==> config.mk <==
export PLATFORM = sky130hd
export DESIGN_NAME = updown_counter_param
export DESIGN_NICKNAME = d
export VERILOG_FILES = /design/src/rtl/updown_counter_param.sv
export SDC_FILE = /design/constraint.sdc
export NUM_CORES = 1
export LEC_CHECK = 0
export BUFFER_PORTS_ARGS = -buffer_cell sky130_fd_sc_hd__buf_4
export CAP_MARGIN = 0
export CORE_AREA = 5 5 42 44
export CTS_BUF_LIST = sky130_fd_sc_hd__clkbuf_16
export CTS_CLUSTER_DIAMETER = 50
export DETAILED_ROUTE_END_ITERATION = 10
export DIE_AREA = 0 0 47 49
export GPL_TIMING_DRIVEN = 0
export PLACE_DENSITY = 0.64
export REMOVE_ABC_BUFFERS = 1
export SYNTH_ARGS = -nofsm -noshare
export SYNTH_HDL_FRONTEND = slang
export SYNTH_SLANG_ARGS = --single-unit
export TNS_END_PERCENT = 1
==> constraint.sdc <==
create_clock -name clk -period 2.2 [get_ports clk]
set_input_delay 0.33 -clock clk [delete_from_list [all_inputs] [get_ports clk]]
set_output_delay 0.33 -clock clk [all_outputs]
set_load 0.01 [all_outputs]
==> src/rtl/updown_counter_param.sv <==
// Parametrised up/down counter with clock-enable prescaler, synchronous load,
// wrap/saturate bound handling and a one-cycle terminal-count pulse.
module updown_counter_param #(
    parameter int WIDTH    = 4,
    parameter int MODULO   = 16,
    parameter int PRESCALE = 1
) (
    input  logic             clk,
    input  logic             reset,
    input  logic             enable,
    input  logic             up_down,
    input  logic             sat_mode,
    input  logic             load,
    input  logic [WIDTH-1:0] load_value,
    output logic [WIDTH-1:0] count,
    output logic             tc,
    output logic             at_limit,
    output logic [WIDTH-1:0] out_oe,
    output logic             osc_en
);

    // A 1-bit prescaler is kept for PRESCALE=1 so the compare below stays legal; it never leaves 0.
    localparam int               PS_W    = (PRESCALE > 1) ? $clog2(PRESCALE) : 1;
    localparam logic [PS_W-1:0]  PS_LAST = PS_W'(PRESCALE - 1);
    localparam logic [WIDTH-1:0] MAX_C   = WIDTH'(MODULO - 1);
    localparam logic [WIDTH-1:0] ZERO_C  = {WIDTH{1'b0}};
    localparam logic [WIDTH-1:0] ONE_C   = {{(WIDTH-1){1'b0}}, 1'b1};
    localparam logic [PS_W-1:0]  PS_ZERO = {PS_W{1'b0}};
    localparam logic [PS_W-1:0]  PS_ONE  = {{(PS_W-1){1'b0}}, 1'b1};

    logic [WIDTH-1:0] count_r;
    logic             tc_r;
    logic [PS_W-1:0]  ps_r;

    logic             step_s;
    logic             at_max_s;
    logic             at_zero_s;
    logic             wrap_s;
    logic [WIDTH-1:0] count_nxt_s;
    logic [WIDTH-1:0] load_clamp_s;
    logic [PS_W-1:0]  ps_nxt_s;

    // Next-state decode for a step: bound detection, wrap/saturate and load clamping.
    always_comb begin
        at_max_s     = (count_r == MAX_C);
        at_zero_s    = (count_r == ZERO_C);
        step_s       = enable & (ps_r == PS_LAST);
        count_nxt_s  = count_r;
        wrap_s       = 1'b0;
        if (up_down) begin
            if (!at_max_s) begin
                count_nxt_s = count_r + ONE_C;
            end else if (!sat_mode) begin
                count_nxt_s = ZERO_C;
                wrap_s      = 1'b1;
            end else begin
                count_nxt_s = count_r;
            end
        end else begin
            if (!at_zero_s) begin
                count_nxt_s = count_r - ONE_C;
            end else if (!sat_mode) begin
                count_nxt_s = MAX_C;
                wrap_s      = 1'b1;
            end else begin
                count_nxt_s = count_r;
            end
        end
        if (load_value > MAX_C) begin
            load_clamp_s = MAX_C;
        end else begin
            load_clamp_s = load_value;
        end
        if (!enable) begin
            ps_nxt_s = ps_r;
        end else if (ps_r == PS_LAST) begin
            ps_nxt_s = PS_ZERO;
        end else begin
            ps_nxt_s = ps_r + PS_ONE;
        end
    end

    // State registers: reset beats load, load beats (and discards) a coincident step.
    always_ff @(posedge clk or posedge reset) begin
        if (reset) begin
            count_r <= ZERO_C;
            tc_r    <= 1'b0;
            ps_r    <= PS_ZERO;
        end else if (load) begin
            count_r <= load_clamp_s;
            tc_r    <= 1'b0;
            ps_r    <= PS_ZERO;
        end else begin
            ps_r <= ps_nxt_s;
            tc_r <= step_s & wrap_s;
            if (step_s) begin
                count_r <= count_nxt_s;
            end else begin
                count_r <= count_r;
            end
        end
    end

    assign count    = count_r;
    assign tc       = tc_r;
    assign at_limit = up_down ? at_max_s : at_zero_s;
    assign out_oe   = {WIDTH{1'b1}};
    assign osc_en   = 1'b1;

endmodule

==> results of run 1 <==
cells in the mapped netlist, types with 2 or more instances:
cell / n / share of area
ha_1: 2 / 0.059
nor4b_1: 2 / 0.041
buf_4: 5 / 0.089
xnor2_1: 3 / 0.062
a21oi_1: 3 / 0.035
inv_1: 4 / 0.035
dfrtp_1: 5 / 0.30
o21ai_1: 3 / 0.035
nand2_1: 3 / 0.027
worst max-delay path: stages (launching register included):
cell,delay (ns)
dfrtp_1,0.40
inv_1,0.11
ha_1,0.23
nor4b_1,0.15
a41oi_2,0.29
inv_1,0.07
buf_4,0.15
power groups by stage:
stage / sequential (mW) / combinational (mW) / clock [mW]
2_1_floorplan: 0.122 / 0.0733 / 0
3_3_place_gp: 0.121 / 0.123 / 0
3_5_place_dp: 0.121 / 0.125 / 0
4_1_cts: 0.120 / 0.126 / 0.297
5_1_grt: 0.124 / 0.140 / 0.304
6_report: 0.121 / 0.125 / 0.292
layout make-up:
type / count / area, um2 / share of cell area
Multi-Input combinational cell: 34 / 250 / 0.411
Tap cell: 16 / 20.0 / 0.0329
Sequential cell: 5 / 125 / 0.205
Inverter: 6 / 22.5 / 0.0370
Clock buffer: 3 / 75.1 / 0.123
Timing Repair Buffer: 15 / 113 / 0.185
Clock inverter: 1 / 3.75 / 0.00616
repair_timing:
action / in CTS / in global routing
hold buffers: 0 / 0
setup endpoints to repair: 0 / 1
endpoints found under the hold margin: 0 / 0
resized for setup: 0 / 1
worst max path at each step:
stage / start / to / slack (ns) / cells after the start
after detailed placement: count[0]$_DFFE_PP0P_ / count[3]$_DFFE_PP0P_ / 0.29 / 7
final: count[0]$_DFFE_PP0P_ / at_limit / 0.23 / 6
after CTS: count[0]$_DFFE_PP0P_ / at_limit / 0.08 / 6
after global placement: count[0]$_DFFE_PP0P_ / count[3]$_DFFE_PP0P_ / 0.30 / 7
after floorplan: count[0]$_DFFE_PP0P_ / count[3]$_DFFE_PP0P_ / 0.39 / 7
after global routing: count[0]$_DFFE_PP0P_ / at_limit / 0.09 / 6
sequential cells by signal, summed over array words and instances, names as in the netlist:
register	flops
count	4
tc	1
kinds of logic after synthesis:
| family | share of synthesized area |
|---|---|
| mux | 0.0503 |
| simple gates | 0.115 |
| xor+xnor | 0.0621 |
| other cells | 0.00887 |
| fa+ha+maj | 0.0592 |
| compound gates | 0.243 |
| buf+inv | 0.166 |
| flops | 0.296 |
layer usage:
| metal | global-route usage | wire length [um] | share of wire | vias up |
|---|---|---|---|---|
| met5 | 0 | 0 | 0 | - |
| met4 | 0.0415 | 0 | 0 | 0 |
| met3 | 0.0406 | 112 | 0.12 | 0 |
| met2 | 0.124 | 415 | 0.45 | 18 |
| met1 | 0.124 | 388 | 0.42 | 173 |
| li1 | - | - | - | 189 |
==> metrics, run 1 <==
overall global routing resource usage 0.0926; routed vias 380; Flop pwr share 0.224; Fin Hold WS 0.00958 ns; RSZ-0062 raised after global routing no; ys async rst share 1.00; reg-to-reg critical path startpoint count[0]$_DFFE_PP0P_; final core occ 0.435; Leak 0.294 nW; vias in the first global route 362; H-tree depth 1; CTS root buf clkbuf_16; core area 0.00140 mm2; die area 0.00230 mm2; DRT Pass-1 Iters 4; CP Launch Type flop; FMAX 0.507 GHz; Setup Viol. Count Final 0; largest net degree at the start of global routing 10; routability cong. 0.673; fillers 147; sequential cell area fraction in the yosys report 0.296; Peak VDD IR 0.539 mV; Buffers on Ports 15; Period Utilization, post-route 0.896; MaxCap Viol Count 0; clock tree buffer depth 2; most frequent cells in the layout buf_4 (15), inv_1 (5), conb_1 (5), dfrtp_1 (5); # rows 14; Tmin final 1.97 ns; Post-route DRC 0; Gate power share 0.233; Die Ht 49 um; Setup WS pre-CTS 0.286 ns; Die Wd 47 um; net switching power figure 135 uW; clock power share 0.543; wire per inst 11.5 um; fin nets 77; post-DP HPWL 732 um; worst hold path type primary input to async pin; IO Pins 21; Reg2Reg Setup Slack 0.40 ns; status complete, no violations; Yosys Warn Count 0; Power per Cell Area 882 mW/mm2; latest clock arrival within the worst-skew pair 0.23 ns; Critical Path Fanout Max 5; synth unique cells 26; Sw Share 0.251; RR Endpoint count[1]$_DFFE_PP0P_; Final Hold Viols 0; setup_tns 0 ns; area grow syn2layout 44.1%; fin area 609 um2; Crit Path Class flop to output pin; Overflow after GRT 0; final instance count without filler cells 80; first-pass GRT wire length 1560 um; commonest non-fill, non-tap cell in the layout buf_4; Final Skew 0.00207 ns; reg2reg path depth 7; Int Pwr 403 uW; Inserted Diodes 0; Initial Utilization 0.302; CTS sink cnt 5; Mapped Area 423 um2; main flop type after synthesis dfrtp_1; Overall Power 538 uW; WP data arrival 1.64 ns; Req. time, crit path 1.87 ns; Cells after Synth 47; layout cell share with drive strength beyond 1 0.375; post-synthesis sequential element count 5; Post-synth EDFFs 0; Post-Route WL 916 um; Clock Pin Slew Worst Setup and Hold Paths 0.03 ns; max-slew violation count 0; vias per cell 4.75; initial antenna violation count 0; Avg Synthesized Cell Area 9.00 um2; instance area after placement 523 um2; Initial DRC Count 6; placed cell count 76; CTS tree done; cts bufs inserted 3; Detail Route Antenna Nets 0; fin worst setup slack 0.229 ns; CP endpoint kind output pin; Post-CTS Setup Bufs 0
Power figures use the tool's default switching activity.
==> run 2: changes to the inputs <==
==> constraint.sdc (replaced) <==
create_clock -name clk -period 2.2 [get_ports clk]
set_input_delay 0.22 -clock clk [delete_from_list [all_inputs] [get_ports clk]]
set_output_delay 0.22 -clock clk [all_outputs]
set_load 0.01 [all_outputs]
==> run 2 against run 1 <==
Clock skew about the same; first-iteration DRC count up 67%; global-route usage up 0.071 points; non-clock buffer count up 1; critical path depth unchanged; register-to-register slack worse by 0.10 ns; via count unchanged; hold slack better by 0.16 ns; highest routed layer unchanged.
==> metrics, run 2 (synthesis results as in run 1) <==
max-slew violation count 0 (unchanged); fin nets 78 (+1.3%); fillers 146 (-0.68%); Crit Path Class flop to output pin; Setup WS pre-CTS 0.286 ns (unchanged); Post-route DRC 0 (unchanged); Final Skew 0.00195 ns (-0.000115 ns); # rows 14 (unchanged); status complete, no violations; Crit-path slowest cell a41oi_1; CTS Hold Buffers Added 1 (+1); CTS root buf clkbuf_16; Post-Route WL 933 um (+1.9%); Overflow after GRT 0 (unchanged); CTS sink cnt 5 (unchanged); crit-path cells inv_1, ha_1, nor4b_1, a41oi_1, inv_1, buf_4; Overall Power 538 uW (about the same); CTS tree done; CP Launch Type flop; H-tree depth 1 (unchanged); Crit path top cell by count inv_1; IO Pins 21 (unchanged); routability cong. 0.673 (unchanged); worst slew pin tran 0.481 ns; DRT Pass-1 Iters 2 (-2); max incr delay on CP 0.41 ns (about the same); routed vias 380 (unchanged); Final Hold Viols 0 (unchanged); core area 0.00140 mm2 (unchanged); commonest non-fill, non-tap cell in the layout buf_4; Detail Route Antenna Nets 0 (unchanged); setup_tns 0 ns (unchanged); most frequent cells in the layout buf_4 (15), inv_1 (5), conb_1 (5), dfrtp_1 (5); critical path's top delay family compound AO/OA/AOI/OAI gates; worst hold path type primary input to flop; wire per inst 11.5 um (+0.60%); initial antenna violation count 0 (unchanged); Leak 0.298 nW (+1.3%); CP Buf/Inv Count 3 (unchanged); Fin Hold WS 0.166 ns (+0.156 ns); die area 0.00230 mm2 (unchanged); largest net degree at the start of global routing 10 (unchanged); fin worst setup slack 0.210 ns (-0.0189 ns); FMAX 0.502 GHz (-0.95%); WP data arrival 1.77 ns (+0.13 ns); RSZ-0062 raised after global routing no; Setup Viol. Count Final 0 (unchanged); CP endpoint kind output pin; Inserted Diodes 0 (unchanged); Tmin final 1.99 ns (+0.0189 ns); Req. time, crit path 1.98 ns (+0.11 ns); Clock Pin Slew Worst Setup and Hold Paths 0.03 ns (about the same); clock tree buffer depth 2 (unchanged); Die Ht 49 um (unchanged); overall global routing resource usage 0.0933 (+0.000707); area grow syn2layout 44.7%; Slew headroom 0.675; post-DP HPWL 732 um (unchanged); MaxCap Viol Count 0 (unchanged); Peak VDD IR 0.533 mV (-1.1%); layout cell share with drive strength beyond 1 0.354 (-0.0212); Post-CTS Setup Bufs 0 (unchanged); Critical Path Fanout Max 5 (unchanged); vias per cell 4.69 (-1.2%); first-pass GRT wire length 1580 um (+1.3%); post-CTS sizing 0 (unchanged); Buffers on Ports 15 (unchanged); vias in the first global route 368 (+1.7%); Period Utilization, post-route 0.905 (+0.00860); latest clock arrival within the worst-skew pair 0.22 ns (about the same); Initial Utilization 0.302 (unchanged); Initial DRC Count 10 (+4); cts bufs inserted 3 (unchanged); Die Wd 47 um (unchanged); Power per Cell Area 879 mW/mm2 (-0.45%); max FFs per register 4 (unchanged)
run 2: cell types whose count changed in the layout (fill, tap and decap cells not counted), sizes merged:
cell         change
dlygate4sd3      +1
run 2: where the power goes:
group / internal (mW) / switching, mW
sequential: 0.103 / 0.0167
combinational: 0.0651 / 0.0605
clock: 0.235 / 0.0570
run 2: through the flow:
step / util / instance area [um2] / std cells
4_1_cts: 0.437 / 612 / 81
3_5_place_dp: 0.373 / 523 / 76
6_report: 0.437 / 612 / 81
5_1_grt: 0.437 / 612 / 81
3_3_place_gp: 0.373 / 523 / 76
2_1_floorplan: - / 390 / 45
run 2: final cells by class:
class,instances,area (um2),area share
tap,16,20.0,0.0327
multi-input combinational,34,243,0.397
clock inverter,1,3.75,0.00613
clock buffer,3,75.1,0.123
sequential,5,125,0.204
timing repair buffer,16,123,0.200
inverter,6,22.5,0.0368
run 2: final timing paths:
kind | to | cells after the start | start | slack (ns)
hold / removal | tc$_DFF_PP0_ | 2 | sat_mode | 0.17
max in group asynchronous | count[2]$_DFFE_PP0P_ | 3 | reset | 1.56
hold reg to reg | count[1]$_DFFE_PP0P_ | 2 | count[1]$_DFFE_PP0P_ | 0.71
setup reg to reg | count[3]$_DFFE_PP0P_ | 7 | count[0]$_DFFE_PP0P_ | 0.30
min in group asynchronous | count[0]$_DFFE_PP0P_ | 3 | reset | 0.46
setup / recovery | at_limit | 6 | count[0]$_DFFE_PP0P_ | 0.21
run 2: routing by layer:
layer | share of wire | track usage | vias to the layer above
li1 | - | - | 192
met1 | 0.45 | 0.127 | 172
met2 | 0.45 | 0.127 | 16
met3 | 0.10 | 0.0369 | 0
met4 | 0 | 0.0415 | 0
met5 | 0 | 0 | -
